### config.mk
export PLATFORM = sky130hd
export DESIGN_NAME = imem_arbiter
export DESIGN_NICKNAME = d
export VERILOG_FILES = /design/src/rtl/imem_arbiter.sv
export SDC_FILE = /design/constraint.sdc
export NUM_CORES = 1
export LEC_CHECK = 0
export CORE_MARGIN = 2
export CORE_UTILIZATION = 31
export CTS_CLUSTER_SIZE = 10
export DETAILED_ROUTE_END_ITERATION = 8
export PLACE_DENSITY = 0.82
export SETUP_SLACK_MARGIN = 0.15
export SLEW_MARGIN = 20
export SYNTH_ARGS = -nofsm -noshare
export SYNTH_HDL_FRONTEND = slang
export SYNTH_SLANG_ARGS = --single-unit
### constraint.sdc
create_clock -name clk -period 1.9 [get_ports clk]
set_input_delay 0.19 -clock clk [delete_from_list [all_inputs] [get_ports clk]]
set_output_delay 0.19 -clock clk [all_outputs]
set_load 0.01 [all_outputs]
### src/rtl/imem_arbiter.sv
// imem_arbiter: single-port instruction memory arbiter between the fetch unit
// (word reads) and the program loader (word writes). The loader has priority,
// but fetch is forced through after STARVE_LIMIT consecutive denials. The
// loader can hold the port exclusively with l_lock.
// Optional build macro: IMEM_ARB_BOUNDS_CHECK_EN enables address checking.
// A misaligned or out-of-range access is still granted, but it is not issued
// to memory and is answered with an error.
module imem_arbiter #(
  parameter int ADDRWIDTH    = 32,
  parameter int DATAWIDTH    = 32,
  parameter int MEM_BYTES    = 32,
  parameter int STARVE_LIMIT = 4
) (
  input  logic                 clk,
  input  logic                 rst_n,
  input  logic                 f_req,
  input  logic [ADDRWIDTH-1:0] f_addr,
  output logic                 f_gnt,
  output logic                 f_rvalid,
  output logic [DATAWIDTH-1:0] f_rdata,
  output logic                 f_err,
  input  logic                 l_req,
  input  logic                 l_lock,
  input  logic [ADDRWIDTH-1:0] l_addr,
  input  logic [DATAWIDTH-1:0] l_wdata,
  output logic                 l_gnt,
  output logic                 l_done,
  output logic                 l_err,
  output logic [ADDRWIDTH-1:0] mem_address,
  output logic                 mem_read_write,
  output logic [DATAWIDTH-1:0] mem_data_in,
  input  logic [DATAWIDTH-1:0] mem_data_out,
  output logic                 busy
);

  localparam int SW = $clog2(STARVE_LIMIT + 1);

  typedef enum logic [1:0] {IDLE, OWN_F, OWN_L, LOCKED} state_t;

  state_t          state;
  logic [SW-1:0]   starve_cnt;
  logic            lock_hold;
  logic            starved;
  logic            f_bad;
  logic            l_bad;

`ifdef IMEM_ARB_BOUNDS_CHECK_EN
  localparam logic [ADDRWIDTH-1:0] LAST_WORD = ADDRWIDTH'(MEM_BYTES - 4);
  assign f_bad = (f_addr[1:0] != 2'b00) || (f_addr > LAST_WORD);
  assign l_bad = (l_addr[1:0] != 2'b00) || (l_addr > LAST_WORD);
`else
  assign f_bad = 1'b0;
  assign l_bad = 1'b0;
`endif

  // The loader keeps the port only while it was the locked owner and still holds l_lock.
  assign lock_hold = (state == LOCKED) && l_lock;
  assign starved   = (starve_cnt == SW'(STARVE_LIMIT));
  assign busy      = (state != IDLE);

  // Winner selection: fetch wins only when it is alone or starved; otherwise the loader wins.
  always_comb begin
    f_gnt = 1'b0;
    l_gnt = 1'b0;
    if (rst_n) begin
      f_gnt = !lock_hold && f_req && (!l_req || starved);
      l_gnt = l_req && !f_gnt;
    end
  end

  // Memory pins follow the winner. Rejected and idle cycles leave the pins at zero.
  always_comb begin
    mem_address    = '0;
    mem_read_write = 1'b0;
    mem_data_in    = '0;
    if (f_gnt && !f_bad) begin
      mem_address = f_addr;
    end else if (l_gnt && !l_bad) begin
      mem_address    = l_addr;
      mem_read_write = 1'b1;
      mem_data_in    = l_wdata;
    end
  end

  // Ownership state, starvation counter and registered responses.
  always_ff @(posedge clk) begin
    if (!rst_n) begin
      state      <= IDLE;
      starve_cnt <= '0;
      f_rvalid   <= 1'b0;
      f_rdata    <= '0;
      f_err      <= 1'b0;
      l_done     <= 1'b0;
      l_err      <= 1'b0;
    end else begin
      if (lock_hold)  state <= LOCKED;
      else if (f_gnt) state <= OWN_F;
      else if (l_gnt) state <= l_lock ? LOCKED : OWN_L;
      else            state <= IDLE;

      if (f_gnt)
        starve_cnt <= '0;
      else if ((state != LOCKED) && f_req && !starved)
        starve_cnt <= starve_cnt + SW'(1);

      f_rvalid <= f_gnt;
      f_err    <= f_gnt && f_bad;
      if (f_gnt)
        f_rdata <= f_bad ? '0 : mem_data_out;
      l_done   <= l_gnt;
      l_err    <= l_gnt && l_bad;
    end
  end

endmodule
==> results of run 1 <==
==> cells in the final DEF (no fill, tap or decap), drive strengths merged, types with 2 or more instances in the layout <==
cell and instances:
clkdlybuf4s15 5, and3 33, a21oi 4, nor2 3, conb 2, clkbuf 8
clkdlybuf4s50 166, o21ai 3, ha 2, nand2 129, and2 5, inv 4
buf 105, dfxtp 39, mux2i 64, a21boi 2, nand3 3
==> worst register-to-register path, stage by stage, from the launching register on <==
cell       delay [ns]
dfxtp_2          0.33
inv_2            0.07
ha_4             0.14
a21boi_2         0.06
or3_4            0.37
buf_4            0.17
clkbuf_16        0.18
bufbuf_16        0.29
mux2i_1          0.11
==> report_power, final <==
| part | internal, mW | total (mW) | switching [mW] |
|---|---|---|---|
| Sequential | 0.860 | 0.881 | 0.0211 |
| Clock | 0.425 | 0.702 | 0.277 |
| Combinational | 0.611 | 0.969 | 0.358 |
==> what timing repair did <==
action                                 4_1_cts  5_1_grt
endpoints found under the hold margin        0        0
setup endpoints to repair                   92       99
pin swaps                                    4       12
buffers inserted                            10        3
gates cloned                                 7        2
gates resized for setup                    307       31
==> worst paths after layout <==
path,endpoint,slack [ns],cells past startpoint
max,mem_address[9],-0.28,9
min,f_rdata[25],0.43,4
max reg2reg,f_rdata[19],0.07,8
min reg2reg,f_rdata[4],0.46,2
==> layout make-up <==
type / instances / area share [%]
inverters: 4 / 0.275
clock inverters: 2 / 0.641
multi-input cells: 258 / 30.0
clock buffers: 6 / 1.51
flip-flops and latches: 39 / 14.3
repair buffers: 279 / 50.9
well taps: 102 / 2.33
==> flip-flops by register name, summed over array words and instances (netlist names) <==
name,cells
starve_cnt,3
f_rdata,32
l_done,1
f_rvalid,1
state,2
==> stage by stage <==
step	power (mW)	setup slack, ns	std cells	util, %	TNS (ns)
floorplan	1.22	0.167	332	-	0
global placement	1.75	-0.511	660	64.2	-31.21
detailed placement	1.77	-0.521	660	64.2	-34.04
CTS	2.52	-0.329	685	67.4	-17.11
global route	2.67	-0.352	690	70.0	-17.65
finish	2.55	-0.276	690	70.0	-12.89
==> per-layer routing <==
| layer | track usage, % | routed length [microns] | vias to the layer above |
|---|---|---|---|
| met5 | 0 | 0 | - |
| met4 | 5.43 | 188 | 0 |
| met3 | 6.90 | 862 | 14 |
| met2 | 46.9 | 5880 | 138 |
| met1 | 22.3 | 3890 | 1503 |
| li1 | - | - | 1599 |
==> cell families (layout without fill, tap and decap cells) <==
logic type                 count (synthesis)  after routing  synth area share, %
other                                      1              2                0.149
AOI/OAI and AO/OA                         14             14                 3.68
DFF                                       39             39                 31.0
and+or+nand+nor                          176            176                 30.7
adders and majority gates                  2              2                0.993
buffers and inverters                     35            291                 8.10
muxes                                     64             64                 25.4
==> results_dict.tcl, run 1 <==
set metrics [dict create \
    outcome "finished, violations left" \
    violations "negative setup slack" \
    syn2layout_area_growth_pct 117 \
    ant_nets 0 \
    drv_cap 0 \
    port_buffers 234 \
    die_w_microns 94.1 \
    synth_area_leader_cell "dfxtp_1" \
    power_density_nw_per_um2 467 \
    synth-seq-cells 39 \
    place_hpwl_mm 7.94 \
    crit_fanout 7 \
    drt_iter0_drc 46 \
    rsz0062_at_grt "true" \
    wl_mm 10.8 \
    grt_pass1_vias 3209 \
    cts_tree "built" \
    vdd_ir_drop_max_mv 0.322 \
    timing.slew.headroom_pct 66.4 \
    gr-total-overflow 0 \
    cp_top_family "buffers and inverters" \
    synth-main-ff-cell "dfxtp_1" \
    vias 3254 \
    ys_types 26 \
    avgSynthCellArea_sq_um 7.61 \
    slowest_stage "or3_4" \
    clkTransAtPathRegs_ns 0.08 \
    min_period_ns 2.18 \
    insertion_delay_ns 0.28 \
    fin_nets 722 \
    finalSetupViolCount 67 \
    grt_pass1_wl_mm 15.9 \
    crit_arrival_ns 1.99 \
    leakage_nw 2.72 \
    fillers 648 \
    multi_input_area_sq_um 1640 \
    netlist_top_cells_count "nand2_1 (129), mux2i_1 (64), dfxtp_1 (39), and3_1 (33), clkbuf_1 (17)" \
    yosys_warnings 0 \
    viasPerCell 4.72 \
    register_area_sq_um 783 \
    grt_usage_pct 23.1 \
    wl_per_cell_microns 15.7 \
    drive_gt1_share_pct 25.5 \
    async_flop_share_pct 0 \
    htreeDepth 2 \
    hp-class "input pin to flop" \
    die_h_microns 94.1 \
    path_buf_inv 5 \
    fin_ws_ns -0.276 \
    worst_pin_slew_ns 0.504 \
    skew_ns 0.00749 \
    finalHoldViolations 0 \
    clock_sinks 39 \
    yosysSeqAreaShare_pct 31.0 \
    drtPass1Iterations 4 \
    clock.fmax_mhz 460 \
    die_area_sq_um 8860 \
    hp-start "rst_n" \
    gp_congestion 0.831 \
    design_area_sq_um 5470 \
    rows 32 \
    final_max_slew_viol_count 0 \
    core_area_sq_um 7810 \
    cts_hold_buffers 0 \
    yosys-top-cells-area "dfxtp_1 (31%), mux2i_1 (25%), nand2_1 (19%)" \
    diodes 0 \
    antenna_found_initial 0 \
    crit_start "starve_cnt[1]" \
    numCtsBuffers 5 \
    place_area_sq_um 5010 \
    cp.required_ns 1.71 \
    cpPeakStageDelay_ns 0.37 \
    clk_path_buf_depth 2 \
    critical_path_class "flop to output port" \
    synth_edf_count 0 \
    io_pins 237 \
    cp_cell_sequence "inv_2 > ha_4 > a21boi_2 > or3_4 > buf_4 > buf_6 > buf_16 > mux2i_1 > buf_2" \
    synth_top_area_share_pct 31.0 \
    r2r-start "starve_cnt[1]" \
    synthCells 331 \
    fin_crit_sh_pct 115 \
    drcViolationCount 0 \
    end_kind "output port" \
    fin_hold_ws_ns 0.428 \
    grt_max_degree 57 \
    syn_area_sq_um 2520 \
    yosysMostFrequentCell "nand2_1" \
    root_buffer "clkbuf_8" \
    critPathLaunchType "flop" \
    initial_utilization_pct 32.3 \
]
Power figures use the tool's default switching activity.
==> inputs of run 2 (changes only) <==
- TNS_END_PERCENT: not set -> 5
==> run 2 against run 1 <==
Against the previous run: highest routed layer unchanged; cell count fell by 1.7%; clock power barely moved; total power fell by 3.6%; maximum frequency rose by 4.4%; clock skew barely moved; critical endpoint unchanged; the run still ends with negative setup slack left; sequential share of layout area rose by 1.0 points.
==> results_dict.tcl, run 2 (synthesized netlist as in run 1, its figures left out) <==
set metrics [dict create \
    grt_max_degree 57 \
    die_h_microns 94.1 \
    grt_usage_pct 21.5 \
    fin_nets 710 \
    critPathLaunchType "flop" \
    drcViolationCount 0 \
    largest_register_ffs 32 \
    finalHoldViolations 0 \
    cts_tree "built" \
    end_kind "output port" \
    fin_hold_ws_ns 0.424 \
    die_w_microns 94.1 \
    critical_path_class "flop to output port" \
    fin_ws_ns -0.183 \
    clock.fmax_mhz 480 \
    outcome "finished, violations left" \
    vias 3155 \
    finalSetupViolCount 67 \
    timing.slew.headroom_pct 66.6 \
    root_buffer "clkbuf_8" \
    fillers 714 \
    clock_sinks 39 \
    rsz0062_at_grt "true" \
    multi_input_area_sq_um 1600 \
    initial_utilization_pct 32.3 \
    core_area_sq_um 7810 \
    reg.largest.list "f_rdata x32, starve_cnt x3, state x2" \
    antenna_found_initial 0 \
    die_area_sq_um 8860 \
    syn2layout_area_growth_pct 102 \
    drv_cap 0 \
    insertion_delay_ns 0.28 \
    numCtsBuffers 5 \
    instances_no_fill 678 \
    port_buffers 234 \
    skew_ns 0.00781 \
    rows 32 \
    total_power_mw 2.46 \
    wl_mm 10.2 \
    worst_pin_slew_ns 0.501 \
    drtPass1Iterations 4 \
    hp-class "input pin to flop" \
    layout_common_cells "clkdlybuf4s50_1 (166), nand2_1 (129), mux2i_1 (63), buf_2 (59), dfxtp_1 (37)" \
    finalSetupTns_ns -9.10 \
    grt_pass1_wl_mm 15.0 \
    viasPerCell 4.65 \
    register_area_sq_um 783 \
    top_register "f_rdata" \
    clk_path_buf_depth 2 \
    final_max_slew_viol_count 0 \
    diodes 0 \
    drive_gt1_share_pct 22.2 \
    cp.required_ns 1.71 \
    crit_arrival_ns 1.89 \
    crit_fanout 7 \
    min_period_ns 2.08 \
    io_pins 237 \
    vdd_ir_drop_max_mv 0.316 \
    fin_crit_sh_pct 110 \
    clkTransAtPathRegs_ns 0.08 \
    gr-total-overflow 0 \
    final_common_cell "clkdlybuf4s50_1" \
    drt_iter0_drc 61 \
    htreeDepth 2 \
    gp_congestion 0.831 \
    wl_per_cell_microns 15.0 \
    leakage_nw 2.60 \
    power_density_nw_per_um2 482 \
    place_hpwl_mm 7.94 \
    finish.utilization_pct 65.3 \
    grt_pass1_vias 3084 \
    ant_nets 0 \
    post-place-cells 660 \
    violations "negative setup slack" \
]
run 2: layout make-up:
cell class	count	share of cell area (%)
Inverter	4	0.294
Tap cell	102	2.50
Multi-Input combinational cell	258	31.3
Clock buffer	6	1.62
Clock inverter	2	0.687
Timing Repair Buffer	267	48.2
Sequential cell	39	15.4
run 2: repair_timing:
| action | in CTS | in global routing |
|---|---|---|
| gates cloned | 3 | 1 |
| pin swaps | 7 | 7 |
| hold buffers | 0 | 0 |
| buffers inserted | 5 | 1 |
| gates resized for setup | 268 | 40 |
| setup endpoints to repair | 92 | 99 |
run 2: report_power, final:
group	total, mW	switching (mW)	internal (mW)
logic	0.877	0.335	0.542
clock network	0.701	0.276	0.425
registers	0.881	0.0206	0.860
total	2.46	0.631	1.83
run 2: metal layers:
metal | part of all wire [%] | up-vias | global-route usage [%]
li1 | - | 1573 | -
met1 | 35 | 1428 | 21.1
met2 | 54 | 142 | 42.9
met3 | 8.8 | 12 | 6.98
met4 | 1.7 | 0 | 5.07
met5 | 0 | - | 0
run 2: path summary, 6_finish.rpt:
path,depth (start not counted),start,endpoint,slack (ns)
setup / recovery,8,starve_cnt[1],mem_address[9],-0.18
hold / removal,4,rst_n,f_rdata[25],0.42
setup reg to reg,8,starve_cnt[0],f_rdata[18],0.11
hold reg to reg,2,f_rdata[4],f_rdata[4],0.46
run 2: critical path: stages (launching register included):
cell	delay, ns
dfxtp_2	0.33
inv_2	0.07
ha_4	0.14
a21boi_2	0.06
or3_4	0.38
buf_4	0.17
buf_16	0.13
mux2i_1	0.17
buf_2	0.17
run 2: through the flow:
| step | cell area (sq um) | setup slack (ns) |
|---|---|---|
| 2_1_floorplan | 2520 | 0.167 |
| 3_3_place_gp | 5010 | -0.511 |
| 3_5_place_dp | 5010 | -0.521 |
| 4_1_cts | 5060 | -0.343 |
| 5_1_grt | 5100 | -0.249 |
| 6_report | 5100 | -0.183 |
==> inputs of run 3 (changes only) <==
- SLEW_MARGIN: 20 -> not set
==> results of run 3 <==
No change in the layout: final DEF, timing and power equal those of run 2.
